[src/rtl/obi_wb_bridge_if.sv]
// Signal bundle between an OBI core port, the bridge and a Wishbone classic slave.
// The bridge uses the master modport because it masters Wishbone and answers OBI. The core and slave side uses slave.
interface obi_wb_bridge_if #(
  parameter int ADDR_WIDTH = 32,
  parameter int DATA_WIDTH = 32
);
  localparam int SEL_WIDTH = DATA_WIDTH / 8;

  logic                  obi_req_i;
  logic                  obi_gnt_o;
  logic [ADDR_WIDTH-1:0] obi_addr_i;
  logic                  obi_we_i;
  logic [SEL_WIDTH-1:0]  obi_be_i;
  logic [DATA_WIDTH-1:0] obi_wdata_i;
  logic                  obi_rvalid_o;
  logic [DATA_WIDTH-1:0] obi_rdata_o;
  logic                  obi_err_o;
  logic                  wb_cyc_o;
  logic                  wb_stb_o;
  logic                  wb_we_o;
  logic [SEL_WIDTH-1:0]  wb_sel_o;
  logic [ADDR_WIDTH-1:0] wb_adr_o;
  logic [DATA_WIDTH-1:0] wb_dat_o;
  logic [DATA_WIDTH-1:0] wb_dat_i;
  logic                  wb_ack_i;
  logic                  wb_err_i;

  modport master (
    input  obi_req_i, obi_addr_i, obi_we_i, obi_be_i, obi_wdata_i, wb_dat_i, wb_ack_i, wb_err_i,
    output obi_gnt_o, obi_rvalid_o, obi_rdata_o, obi_err_o,
           wb_cyc_o, wb_stb_o, wb_we_o, wb_sel_o, wb_adr_o, wb_dat_o
  );

  modport slave (
    output obi_req_i, obi_addr_i, obi_we_i, obi_be_i, obi_wdata_i, wb_dat_i, wb_ack_i, wb_err_i,
    input  obi_gnt_o, obi_rvalid_o, obi_rdata_o, obi_err_o,
           wb_cyc_o, wb_stb_o, wb_we_o, wb_sel_o, wb_adr_o, wb_dat_o
  );
endinterface

[src/rtl/obi_wb_bridge.sv]
// OBI (req/gnt/rvalid) to Wishbone classic bridge. It allows a single outstanding transfer.
// It provides a bus timeout, an optional registered response, and transfer and error counters.
module obi_wb_bridge #(
  parameter int ADDR_WIDTH     = 32,
  parameter int DATA_WIDTH     = 32,
  parameter int REG_RSP        = 1,
  parameter int WB_WORD_ADDR   = 0,
  parameter int TIMEOUT_CYCLES = 1024,
  parameter int CNT_WIDTH      = 16
) (
  input  logic                 clk,
  input  logic                 rst,
  obi_wb_bridge_if.master      bus,
  output logic                 timeout_o,
  output logic [CNT_WIDTH-1:0] txn_cnt_o,
  output logic [CNT_WIDTH-1:0] err_cnt_o
);
  localparam int SEL_WIDTH = DATA_WIDTH / 8;
  localparam int ADR_SHIFT = (WB_WORD_ADDR != 0) ? $clog2(SEL_WIDTH) : 0;
  localparam int TO_WIDTH  = (TIMEOUT_CYCLES > 1) ? $clog2(TIMEOUT_CYCLES) : 1;
  localparam logic [TO_WIDTH-1:0] TO_LAST = TO_WIDTH'((TIMEOUT_CYCLES > 0) ? TIMEOUT_CYCLES - 1 : 0);

  typedef enum logic [0:0] {ST_IDLE = 1'b0, ST_BUS = 1'b1} state_t;

  state_t                state_r, state_s;
  logic                  we_r;
  logic [SEL_WIDTH-1:0]  sel_r;
  logic [ADDR_WIDTH-1:0] adr_r;
  logic [DATA_WIDTH-1:0] dat_r;
  logic [TO_WIDTH-1:0]   to_cnt_r;
  logic                  rvalid_r, err_r, timeout_r;
  logic [DATA_WIDTH-1:0] rdata_r;
  logic [CNT_WIDTH-1:0]  txn_cnt_r, err_cnt_r;
  logic                  gnt_s, ack_s, err_s, to_hit_s, done_s, rsp_err_s;
  logic [DATA_WIDTH-1:0] rsp_data_s;

  // A registered response still waiting to go out blocks the next grant.
  assign gnt_s = (state_r == ST_IDLE) && !((REG_RSP != 0) && rvalid_r) && bus.obi_req_i && !rst;

  // Terminating event decode: an err with an ack counts as err, and either one beats the timeout.
  always_comb begin
    ack_s    = 1'b0;
    err_s    = 1'b0;
    to_hit_s = 1'b0;
    if (state_r == ST_BUS) begin
      ack_s    = bus.wb_ack_i && !bus.wb_err_i;
      err_s    = bus.wb_err_i;
      to_hit_s = (TIMEOUT_CYCLES != 0) && !bus.wb_ack_i && !bus.wb_err_i && (to_cnt_r == TO_LAST);
    end else begin
      ack_s    = 1'b0;
    end
  end

  assign done_s     = ack_s || err_s || to_hit_s;
  assign rsp_err_s  = err_s || to_hit_s;
  assign rsp_data_s = (ack_s && !we_r) ? bus.wb_dat_i : {DATA_WIDTH{1'b0}};

  // Next-state logic
  always_comb begin
    state_s = state_r;
    case (state_r)
      ST_IDLE: if (gnt_s) state_s = ST_BUS;  else state_s = ST_IDLE;
      ST_BUS:  if (done_s) state_s = ST_IDLE; else state_s = ST_BUS;
      default: state_s = ST_IDLE;
    endcase
  end

  // State register
  always_ff @(posedge clk or posedge rst) begin
    if (rst) state_r <= ST_IDLE;
    else     state_r <= state_s;
  end

  // Wishbone request registers: loaded on grant, cleared when the transfer ends
  always_ff @(posedge clk or posedge rst) begin
    if (rst) begin
      we_r  <= 1'b0;
      sel_r <= {SEL_WIDTH{1'b0}};
      adr_r <= {ADDR_WIDTH{1'b0}};
      dat_r <= {DATA_WIDTH{1'b0}};
    end else if (gnt_s) begin
      we_r  <= bus.obi_we_i;
      sel_r <= bus.obi_be_i;
      adr_r <= bus.obi_addr_i >> ADR_SHIFT;
      dat_r <= bus.obi_wdata_i;
    end else if (done_s) begin
      we_r  <= 1'b0;
      sel_r <= {SEL_WIDTH{1'b0}};
      adr_r <= {ADDR_WIDTH{1'b0}};
      dat_r <= {DATA_WIDTH{1'b0}};
    end
  end

  // Cycles spent in BUS, measured from 0 on the first BUS cycle
  always_ff @(posedge clk or posedge rst) begin
    if (rst)                               to_cnt_r <= {TO_WIDTH{1'b0}};
    else if (state_r == ST_BUS && !done_s) to_cnt_r <= to_cnt_r + TO_WIDTH'(1'b1);
    else                                   to_cnt_r <= {TO_WIDTH{1'b0}};
  end

  // Response register and status counters
  always_ff @(posedge clk or posedge rst) begin
    if (rst) begin
      rvalid_r  <= 1'b0;
      err_r     <= 1'b0;
      timeout_r <= 1'b0;
      rdata_r   <= {DATA_WIDTH{1'b0}};
      txn_cnt_r <= {CNT_WIDTH{1'b0}};
      err_cnt_r <= {CNT_WIDTH{1'b0}};
    end else begin
      rvalid_r  <= done_s;
      err_r     <= rsp_err_s;
      timeout_r <= to_hit_s;
      rdata_r   <= rsp_data_s;
      if (done_s)    txn_cnt_r <= txn_cnt_r + CNT_WIDTH'(1'b1);
      if (rsp_err_s) err_cnt_r <= err_cnt_r + CNT_WIDTH'(1'b1);
    end
  end

  assign bus.obi_gnt_o    = gnt_s;
  assign bus.obi_rvalid_o = (REG_RSP != 0) ? rvalid_r : done_s;
  assign bus.obi_rdata_o  = (REG_RSP != 0) ? rdata_r : rsp_data_s;
  assign bus.obi_err_o    = (REG_RSP != 0) ? err_r : rsp_err_s;
  assign timeout_o        = (REG_RSP != 0) ? timeout_r : to_hit_s;
  assign bus.wb_cyc_o     = (state_r == ST_BUS);
  assign bus.wb_stb_o     = (state_r == ST_BUS);
  assign bus.wb_we_o      = we_r;
  assign bus.wb_sel_o     = sel_r;
  assign bus.wb_adr_o     = adr_r;
  assign bus.wb_dat_o     = dat_r;
  assign txn_cnt_o        = txn_cnt_r;
  assign err_cnt_o        = err_cnt_r;
endmodule

[src/flat_wrapper.sv]
// flat-port wrapper written by rule: the top's interface ports become plain ports
module obi_wb_bridge_flat 
#(
  parameter int ADDR_WIDTH     = 32,
  parameter int DATA_WIDTH     = 32,
  parameter int REG_RSP        = 1,
  parameter int WB_WORD_ADDR   = 0,
  parameter int TIMEOUT_CYCLES = 1024,
  parameter int CNT_WIDTH      = 16
)
  (clk, rst, timeout_o, txn_cnt_o, err_cnt_o, bus_obi_req_i, bus_obi_addr_i, bus_obi_we_i, bus_obi_be_i, bus_obi_wdata_i, bus_wb_dat_i, bus_wb_ack_i, bus_wb_err_i, bus_obi_gnt_o, bus_obi_rvalid_o, bus_obi_rdata_o, bus_obi_err_o, bus_wb_cyc_o, bus_wb_stb_o, bus_wb_we_o, bus_wb_sel_o, bus_wb_adr_o, bus_wb_dat_o);
  obi_wb_bridge_if #(.ADDR_WIDTH(ADDR_WIDTH), .DATA_WIDTH(DATA_WIDTH)) bus_i ();
  input  logic clk;
  input  logic rst;
  output logic timeout_o;
  output logic [CNT_WIDTH-1:0] txn_cnt_o;
  output logic [CNT_WIDTH-1:0] err_cnt_o;
  input wire logic [$bits(bus_i.obi_req_i)-1:0] bus_obi_req_i;
  input wire logic [$bits(bus_i.obi_addr_i)-1:0] bus_obi_addr_i;
  input wire logic [$bits(bus_i.obi_we_i)-1:0] bus_obi_we_i;
  input wire logic [$bits(bus_i.obi_be_i)-1:0] bus_obi_be_i;
  input wire logic [$bits(bus_i.obi_wdata_i)-1:0] bus_obi_wdata_i;
  input wire logic [$bits(bus_i.wb_dat_i)-1:0] bus_wb_dat_i;
  input wire logic [$bits(bus_i.wb_ack_i)-1:0] bus_wb_ack_i;
  input wire logic [$bits(bus_i.wb_err_i)-1:0] bus_wb_err_i;
  output wire logic [$bits(bus_i.obi_gnt_o)-1:0] bus_obi_gnt_o;
  output wire logic [$bits(bus_i.obi_rvalid_o)-1:0] bus_obi_rvalid_o;
  output wire logic [$bits(bus_i.obi_rdata_o)-1:0] bus_obi_rdata_o;
  output wire logic [$bits(bus_i.obi_err_o)-1:0] bus_obi_err_o;
  output wire logic [$bits(bus_i.wb_cyc_o)-1:0] bus_wb_cyc_o;
  output wire logic [$bits(bus_i.wb_stb_o)-1:0] bus_wb_stb_o;
  output wire logic [$bits(bus_i.wb_we_o)-1:0] bus_wb_we_o;
  output wire logic [$bits(bus_i.wb_sel_o)-1:0] bus_wb_sel_o;
  output wire logic [$bits(bus_i.wb_adr_o)-1:0] bus_wb_adr_o;
  output wire logic [$bits(bus_i.wb_dat_o)-1:0] bus_wb_dat_o;
  assign bus_i.obi_req_i = bus_obi_req_i;
  assign bus_i.obi_addr_i = bus_obi_addr_i;
  assign bus_i.obi_we_i = bus_obi_we_i;
  assign bus_i.obi_be_i = bus_obi_be_i;
  assign bus_i.obi_wdata_i = bus_obi_wdata_i;
  assign bus_i.wb_dat_i = bus_wb_dat_i;
  assign bus_i.wb_ack_i = bus_wb_ack_i;
  assign bus_i.wb_err_i = bus_wb_err_i;
  assign bus_obi_gnt_o = bus_i.obi_gnt_o;
  assign bus_obi_rvalid_o = bus_i.obi_rvalid_o;
  assign bus_obi_rdata_o = bus_i.obi_rdata_o;
  assign bus_obi_err_o = bus_i.obi_err_o;
  assign bus_wb_cyc_o = bus_i.wb_cyc_o;
  assign bus_wb_stb_o = bus_i.wb_stb_o;
  assign bus_wb_we_o = bus_i.wb_we_o;
  assign bus_wb_sel_o = bus_i.wb_sel_o;
  assign bus_wb_adr_o = bus_i.wb_adr_o;
  assign bus_wb_dat_o = bus_i.wb_dat_o;
  obi_wb_bridge #(.ADDR_WIDTH(ADDR_WIDTH), .DATA_WIDTH(DATA_WIDTH), .REG_RSP(REG_RSP), .WB_WORD_ADDR(WB_WORD_ADDR), .TIMEOUT_CYCLES(TIMEOUT_CYCLES), .CNT_WIDTH(CNT_WIDTH)) u_core (.clk(clk), .rst(rst), .bus(bus_i), .timeout_o(timeout_o), .txn_cnt_o(txn_cnt_o), .err_cnt_o(err_cnt_o));
endmodule
[config.mk]
export PLATFORM = sky130hd
export DESIGN_NAME = obi_wb_bridge_flat
export DESIGN_NICKNAME = d
export VERILOG_FILES = /design/src/rtl/obi_wb_bridge_if.sv /design/src/rtl/obi_wb_bridge.sv /design/src/flat_wrapper.sv
export SDC_FILE = /design/constraint.sdc
export NUM_CORES = 1
export LEC_CHECK = 0
export CORE_ASPECT_RATIO = 1.25
export CORE_MARGIN = 4
export CORE_UTILIZATION = 35
export CTS_BUF_LIST = sky130_fd_sc_hd__clkbuf_4
export DETAILED_ROUTE_END_ITERATION = 8
export PLACE_DENSITY = 0.75
export SYNTH_ARGS = -nofsm -noshare
export SYNTH_HDL_FRONTEND = slang
export SYNTH_SLANG_ARGS = --single-unit
[constraint.sdc]
create_clock -name clk -period 6 [get_ports clk]
set_input_delay 1.5 -clock clk [delete_from_list [all_inputs] [get_ports clk]]
set_output_delay 1.5 -clock clk [all_outputs]
set_load 0.01 [all_outputs]
==> run summary, run 1 <==
PLACED DESIGN
---------------------------------------------------------------------------------
HPWL after detailed placement                                        10910 microns
Placed cell count                                                            1001
IO buf count                                                                  244
Global placement routability congestion                                    0.7929
Placement Setup Slack                                                    1.502 ns

RUN
---------------------------------------------------------------------------------
Reported max-cap violation count                                                0

ROUTE
---------------------------------------------------------------------------------
Violation count after the first detailed-route iteration                      250
Routed wire per std cell                                             14.83 microns
Routed Antenna Nets                                                             0
Via-per-instance ratio                                                      4.536
Pre-Repair DR Iteration Count                                                   4
DRC violations left                                                             0
Vias after detailed routing                                                  4690
Drt total wl                                                         15330 microns

CLOCK NETWORK
---------------------------------------------------------------------------------
Total setup buffers inserted after CTS                                          0
Inserted Clock Buffers                                                         17
Quantity of gates resized following cts                                         0
Clock tree from TritonCTS                                                   built
Number of buffers on the longest clock path                                     2
Clock net sink count                                                          147
H-tree Lvls                                                                     4
Clock Root Buffer                                                    sky130_fd_sc_hd__clkbuf_4
Clock-pin slew on the worst setup and hold paths                          0.12 ns
Clock latency of the later-clocked register in the worst-skew pair        0.55 ns
CTS Hold Buffers Added                                                          0

GLOBAL ROUTING
---------------------------------------------------------------------------------
Overall routing resource usage                                             0.1710
Maximum number of pins on one net before global-route repair                   74
Global-route wire length before repair                               25080 microns
Congestion Overflow GR                                                          0
Number of global-route vias before repair                                    4872
Antenna violations before repair                                                1

STA
---------------------------------------------------------------------------------
Max-slew headroom                                                          0.3942
Highest achievable clock rate                                          0.2229 GHz
Number of failing hold endpoints at the final stage                             0
Final setup slack of the worst path                                      1.515 ns
Setup TNS after final layout                                                 0 ns
Pin slew with the least headroom to its limit                           0.9057 ns
RSZ-0062 raised after global routing                                           no
Clock Skews                                                            0.02837 ns
Max Transition Viols Final                                                      0
Crit share post-route                                                      0.7476
Shortest clock period the worst path allows after layout                 4.485 ns
Final setup violation count                                                     0

WORST SETUP PATH
---------------------------------------------------------------------------------
Required time of the worst setup path                                     4.50 ns
Source of the critical timing path                                            rst
Maximum fanout encountered on the critical timing path                          2
Cells on worst reg2reg path                                                     4
Capturing element type of the critical path                           output port
Kind of start point of the critical path                             primary input
CP Class                                                                in -> out
Worst reg2reg startpoint                                             u_core.bus.wb_cyc_o
Data arrival time of the critical path                                    2.99 ns

FLOORPLAN
---------------------------------------------------------------------------------
Starting density of the core                                               0.3590
Chip Height                                                          152.7 microns
DIE WIDTH                                                            123.8 microns
Top-level port count                                                          245
Number of rows created at floorplan                                            52
Overall die area                                                      18900 sq um
Core Region                                                           16330 sq um

LOGIC SYNTHESIS
---------------------------------------------------------------------------------
Top cell type by total area after synthesis                          sky130_fd_sc_hd__dfrtp_1
Syn Std Cell Area                                                      5863 sq um
Synthesized netlist net count                                                 674
Cell types with the largest area share after synthesis               sky130_fd_sc_hd__dfrtp_1 63%, sky130_fd_sc_hd__nand2_1 9.7%, sky130_fd_sc_hd__and2_1 3.5%
Proportion of synthesized chip area in sequential cells                    0.6274
Share of the synthesized area in the top cell type                         0.6274
Netlist cell types                                                             28
Avg Cell Area, Syn                                                    10.38 sq um
Cell count after synthesis                                                    565
Total of warnings raised by yosys                                               0
Flop and latch count out of synthesis                                         147

FINISH
---------------------------------------------------------------------------------
# nets final                                                                  913
Layout Utilization                                                         0.5393
Fraction of final layout cells sized beyond drive strength 1              0.05141
Number of cells in the finished layout apart from fillers                    1034
Filler Cell Count                                                            1452
Layout overhead on the synthesized area                                    50.21%

WORST HOLD PATH
---------------------------------------------------------------------------------
Worst hold stages                                                               1
Hold Crit Class                                                        reg -> reg
Hold path startpoint                                                 u_core.txn_cnt_o[15]

STATUS
---------------------------------------------------------------------------------
Result of the run                                                       completed

PWR
---------------------------------------------------------------------------------
Leakage power summed over all cells                                      3.788 nW
Post-layout power                                                        2.469 mW
Pwr dens                                                             280.3 nW/um^2
Peak supply drop                                                         152.0 uV

worst max-delay path, cell delays in order:
cell and delay (ns):
sky130_fd_sc_hd__clkdlybuf4s50_1 0.50, sky130_fd_sc_hd__nor4b_2 0.37, sky130_fd_sc_hd__clkdlybuf4s50_1 0.61
cells in the final DEF, fill, tap and decap left out, types with 4 or more instances in the layout:
| cell type | n |
|---|---|
| sky130_fd_sc_hd__bufinv_16 | 4 |
| sky130_fd_sc_hd__inv_6 | 4 |
| sky130_fd_sc_hd__clkdlybuf4s50_1 | 244 |
| sky130_fd_sc_hd__clkbuf_4 | 19 |
| sky130_fd_sc_hd__xnor2_1 | 22 |
| sky130_fd_sc_hd__nand2_1 | 152 |
| sky130_fd_sc_hd__o21ai_0 | 39 |
| sky130_fd_sc_hd__buf_4 | 7 |
| sky130_fd_sc_hd__xor2_1 | 16 |
| sky130_fd_sc_hd__nand4_1 | 19 |
| sky130_fd_sc_hd__and2_1 | 33 |
| sky130_fd_sc_hd__nand3_1 | 18 |
| sky130_fd_sc_hd__inv_1 | 8 |
| sky130_fd_sc_hd__dfrtp_1 | 147 |
| sky130_fd_sc_hd__nor2_1 | 17 |
| sky130_fd_sc_hd__and4_1 | 5 |
| sky130_fd_sc_hd__o21ai_1 | 30 |
| sky130_fd_sc_hd__nor3_1 | 9 |
Yosys cell counts:
library cell	instances
sky130_fd_sc_hd__and3_1	3
sky130_fd_sc_hd__nand2b_1	1
sky130_fd_sc_hd__a41oi_4	1
sky130_fd_sc_hd__nand4_1	19
sky130_fd_sc_hd__a41o_1	1
sky130_fd_sc_hd__inv_1	9
sky130_fd_sc_hd__xor2_1	16
sky130_fd_sc_hd__and2_1	33
sky130_fd_sc_hd__mux2_2	1
sky130_fd_sc_hd__o21ai_0	39
sky130_fd_sc_hd__o21ai_1	30
sky130_fd_sc_hd__and4_1	5
sky130_fd_sc_hd__buf_4	5
sky130_fd_sc_hd__buf_6	1
sky130_fd_sc_hd__ha_1	3
sky130_fd_sc_hd__dfrtp_1	147
sky130_fd_sc_hd__o21a_1	1
sky130_fd_sc_hd__nor3_1	9
sky130_fd_sc_hd__buf_2	14
sky130_fd_sc_hd__nor4_1	3
sky130_fd_sc_hd__clkbuf_2	3
sky130_fd_sc_hd__xnor2_1	22
sky130_fd_sc_hd__nand2_1	152
sky130_fd_sc_hd__nor4b_1	3
sky130_fd_sc_hd__nand3_1	18
sky130_fd_sc_hd__or2_2	1
sky130_fd_sc_hd__clkbuf_1	8
sky130_fd_sc_hd__nor2_1	17
power breakdown:
group	internal, mW	switching, mW	leakage, nW	total [mW]
sequential	1.10	0.0950	1.97	1.20
clock	0.340	0.356	0.163	0.696
combinational	0.321	0.253	1.66	0.575
total	1.76	0.705	3.79	2.47
layout make-up:
cell class | instances | area [sq um] | area share
clock buffers | 19 | 142.6 | 0.01620
diodes | 1 | 2.502 | 0.0002841
inverters | 9 | 38.79 | 0.004404
flip-flops and latches | 147 | 3679 | 0.4177
well taps | 216 | 270.3 | 0.03069
clock inverters | 13 | 180.2 | 0.02046
repair buffers | 251 | 2495 | 0.2833
multi-input cells | 378 | 1999 | 0.2270
flip-flops by register name (all words and copies together) (netlist names):
name,count
u_core.bus.wb_cyc_o,1
u_core.err_cnt_o,16
u_core.bus.wb_dat_o,32
u_core.to_cnt_r,10
u_core.timeout_o,1
u_core.bus.wb_adr_o,32
u_core.bus.obi_err_o,1
u_core.bus.wb_sel_o,4
u_core.bus.wb_we_o,1
u_core.bus.obi_rvalid_o,1
u_core.txn_cnt_o,16
u_core.bus.obi_rdata_o,32
path summary, 6_finish.rpt:
kind                                            to  slack (ns)
max in group asynchronous      u_core.txn_cnt_o[3]        3.51
max reg2reg                u_core.bus.wb_adr_o[29]        3.20
min                           u_core.txn_cnt_o[15]        0.48
min in group asynchronous  u_core.bus.wb_adr_o[18]        1.47
max                                  bus_obi_gnt_o        1.51
min reg2reg                   u_core.txn_cnt_o[15]        0.48
per-stage QoR:
stage / hold slack [ns] / area, sq um
6_report: 0.4835 / 8807
5_1_grt: 0.5018 / 8807
3_5_place_dp: 0.4593 / 8482
4_1_cts: 0.4826 / 8805
2_1_floorplan: 0.4479 / 5863
3_3_place_gp: 0.4579 / 8482
metal layers:
layer | track usage | share of wire
met1 | 0.1984 | 0.40
met2 | 0.2766 | 0.49
met3 | 0.06313 | 0.075
met4 | 0.08127 | 0.035
met5 | 0 | 0
cell families after synthesis:
group / count (synthesis) / synth area share
compound gates: 72 / 0.06658
xor+xnor: 38 / 0.05676
fa+ha+maj: 3 / 0.006403
buf+inv: 40 / 0.03372
flops: 147 / 0.6274
mux: 1 / 0.001920
simple gates: 264 / 0.2072
Power figures use the tool's default switching activity.
==> inputs of run 2 (changes only) <==
PLACE_DENSITY = 0.77   (was 0.75)
clock period = 3.7 ns   (was 6 ns; I/O delays follow)
==> run 2 against run 1 <==
  * Die area unchanged
  * Highest routed layer unchanged
  * Critical path type unchanged
  * Critical path depth unchanged
  * Routed wire length up 1.2%
  * Via count up 2.2%
==> run summary, run 2 (synthesized netlist as in run 1, its figures left out) <==
GLOBAL ROUTING
---------------------------------------------------------------------------------
Global-route wire length before repair                               25380 microns
Congestion Overflow GR                                                          0
Number of global-route vias before repair                                    4954
Antenna violations before repair                                                1
Maximum number of pins on one net before global-route repair                   84
Overall routing resource usage                                             0.1704

FLOORPLAN
---------------------------------------------------------------------------------
Chip Height                                                          152.7 microns
Number of rows created at floorplan                                            52
Core Region                                                           16330 sq um
Starting density of the core                                               0.3590
DIE WIDTH                                                            123.8 microns
Overall die area                                                      18900 sq um
Top-level port count                                                          245

PLACED DESIGN
---------------------------------------------------------------------------------
Global placement routability congestion                                    0.8264
Placed cell area                                                       8528 sq um
HPWL after detailed placement                                        11140 microns
IO buf count                                                                  244

WORST SETUP PATH
---------------------------------------------------------------------------------
Cells on worst reg2reg path                                                     4
CP Class                                                                in -> out
Required time of the worst setup path                                     2.77 ns
Setup slack of the most critical reg-to-reg path                          1.27 ns
Worst reg2reg startpoint                                             u_core.bus.wb_cyc_o
Maximum fanout encountered on the critical timing path                          2
Capturing element type of the critical path                           output port
Kind of start point of the critical path                             primary input
Reg-to-reg endpoint                                                  u_core.bus.wb_dat_o[3]
Data arrival time of the critical path                                    2.37 ns

ROUTE
---------------------------------------------------------------------------------
Violation count after the first detailed-route iteration                      244
Via-per-instance ratio                                                      4.621
Vias after detailed routing                                                  4792
Routed wire per std cell                                             14.95 microns
Routed Antenna Nets                                                             0
DRC violations left                                                             0
Drt total wl                                                         15510 microns
Pre-Repair DR Iteration Count                                                   5

CLOCK NETWORK
---------------------------------------------------------------------------------
Clock net sink count                                                          147
Clock Root Buffer                                                    sky130_fd_sc_hd__clkbuf_4
H-tree Lvls                                                                     4
Quantity of gates resized following cts                                         0
CTS Hold Buffers Added                                                          0
Clock tree from TritonCTS                                                   built
Inserted Clock Buffers                                                         17
Clock latency of the later-clocked register in the worst-skew pair        0.53 ns
Clock-pin slew on the worst setup and hold paths                          0.13 ns
Total setup buffers inserted after CTS                                          0
Number of buffers on the longest clock path                                     2

FINISH
---------------------------------------------------------------------------------
Filler Cell Count                                                            1423
Leading cell type in the layout, fill and taps excluded              sky130_fd_sc_hd__clkdlybuf4s50_1
Area of all placed cells without fillers                               8818 sq um
Layout overhead on the synthesized area                                    50.41%
Fraction of final layout cells sized beyond drive strength 1              0.05732
# nets final                                                                  916
Leading cell types in the layout, fill and taps excluded             244 x sky130_fd_sc_hd__clkdlybuf4s50_1, 152 x sky130_fd_sc_hd__nand2_1, 147 x sky130_fd_sc_hd__dfrtp_1, 39 x sky130_fd_sc_hd__o21ai_0, 33 x sky130_fd_sc_hd__and2_1

STA
---------------------------------------------------------------------------------
Post-Route Hold Slack                                                   0.4852 ns
Setup TNS after final layout                                                 0 ns
Clock Skews                                                            0.02307 ns
Number of failing hold endpoints at the final stage                             0
Shortest clock period the worst path allows after layout                 3.292 ns
Final setup violation count                                                     0
RSZ-0062 raised after global routing                                           no
Highest achievable clock rate                                          0.3038 GHz
Crit share post-route                                                      0.8897
Pin slew with the least headroom to its limit                           0.7399 ns
Max-slew headroom                                                          0.5068
Max Transition Viols Final                                                      0

PWR
---------------------------------------------------------------------------------
Sequential power share                                                      0.496
Leakage power summed over all cells                                      3.792 nW
Clock network fraction of design power                                      0.263
Peak supply drop                                                         238.5 uV
Post-layout power                                                        3.910 mW
Pwr dens                                                             443.4 nW/um^2
Internal Power                                                           2.733 mW
Switching part of the total                                                0.3010
Combinational power share                                                   0.241
Net switching power                                                      1.177 mW

WORST HOLD PATH
---------------------------------------------------------------------------------
Worst hold stages                                                               1
Hold Crit Class                                                        reg -> reg
Hold Crit Endpoint                                                   u_core.txn_cnt_o[15]
Hold path startpoint                                                 u_core.txn_cnt_o[15]

STATUS
---------------------------------------------------------------------------------
Result of the run                                                       completed

RUN
---------------------------------------------------------------------------------
Reported max-cap violation count                                                0

[run 2: metal layers]
metal  up-vias  part of all wire  wire (microns)  global-route usage
met4         0             0.023             364             0.06755
met1      2269              0.39            5980              0.2010
met5         -                 0               0                   0
li1       2344                 -               -                   -
met3        21             0.071            1099             0.05570
met2       158              0.52            8063              0.2838
[run 2: stage by stage]
step,utilization,cells,setup WS [ns]
CTS,0.5398,1036,0.4008
finish,0.5400,1037,0.4082
global route,0.5400,1037,0.3417
global placement,0.5222,1004,0.3782
detailed placement,0.5222,1004,0.3070
floorplan,-,565,0.9179
[run 2: power groups by stage]
stage | registers (mW) | clock network [mW] | logic, mW
after floorplan | 2.04 | 0 | 0.281
after global placement | 1.97 | 0 | 0.941
after detailed placement | 1.97 | 0 | 0.956
after CTS | 1.94 | 1.07 | 0.960
after global routing | 1.97 | 1.16 | 1.03
final | 1.94 | 1.03 | 0.943
[run 2: layout make-up]
type	instances	area, sq um	share of cell area
sequential	147	3679	0.4171
timing repair buffer	254	2542	0.2883
multi-input combinational	378	1999	0.2267
tap	216	270.3	0.03065
clock inverter	14	152.6	0.01731
clock buffer	18	135.1	0.01532
inverter	9	37.54	0.004257
antenna	1	2.502	0.0002838
[run 2: worst max path at each step]
| stage | slack, ns | start | cells past startpoint | to |
|---|---|---|---|---|
| 2_1_floorplan | 0.92 | rst | 3 | bus_obi_gnt_o |
| 3_3_place_gp | 0.38 | rst | 5 | u_core.bus.wb_adr_o[28] |
| 3_5_place_dp | 0.31 | rst | 5 | u_core.bus.wb_dat_o[1] |
| 4_1_cts | 0.40 | rst | 3 | bus_obi_gnt_o |
| 5_1_grt | 0.34 | rst | 3 | bus_obi_gnt_o |
| 6_report | 0.41 | rst | 3 | bus_obi_gnt_o |
[run 2: critical path, cell delays in order]
cell and delay [ns]:
sky130_fd_sc_hd__clkdlybuf4s50_1 0.47, sky130_fd_sc_hd__nor4b_2 0.35, sky130_fd_sc_hd__clkdlybuf4s50_1 0.62
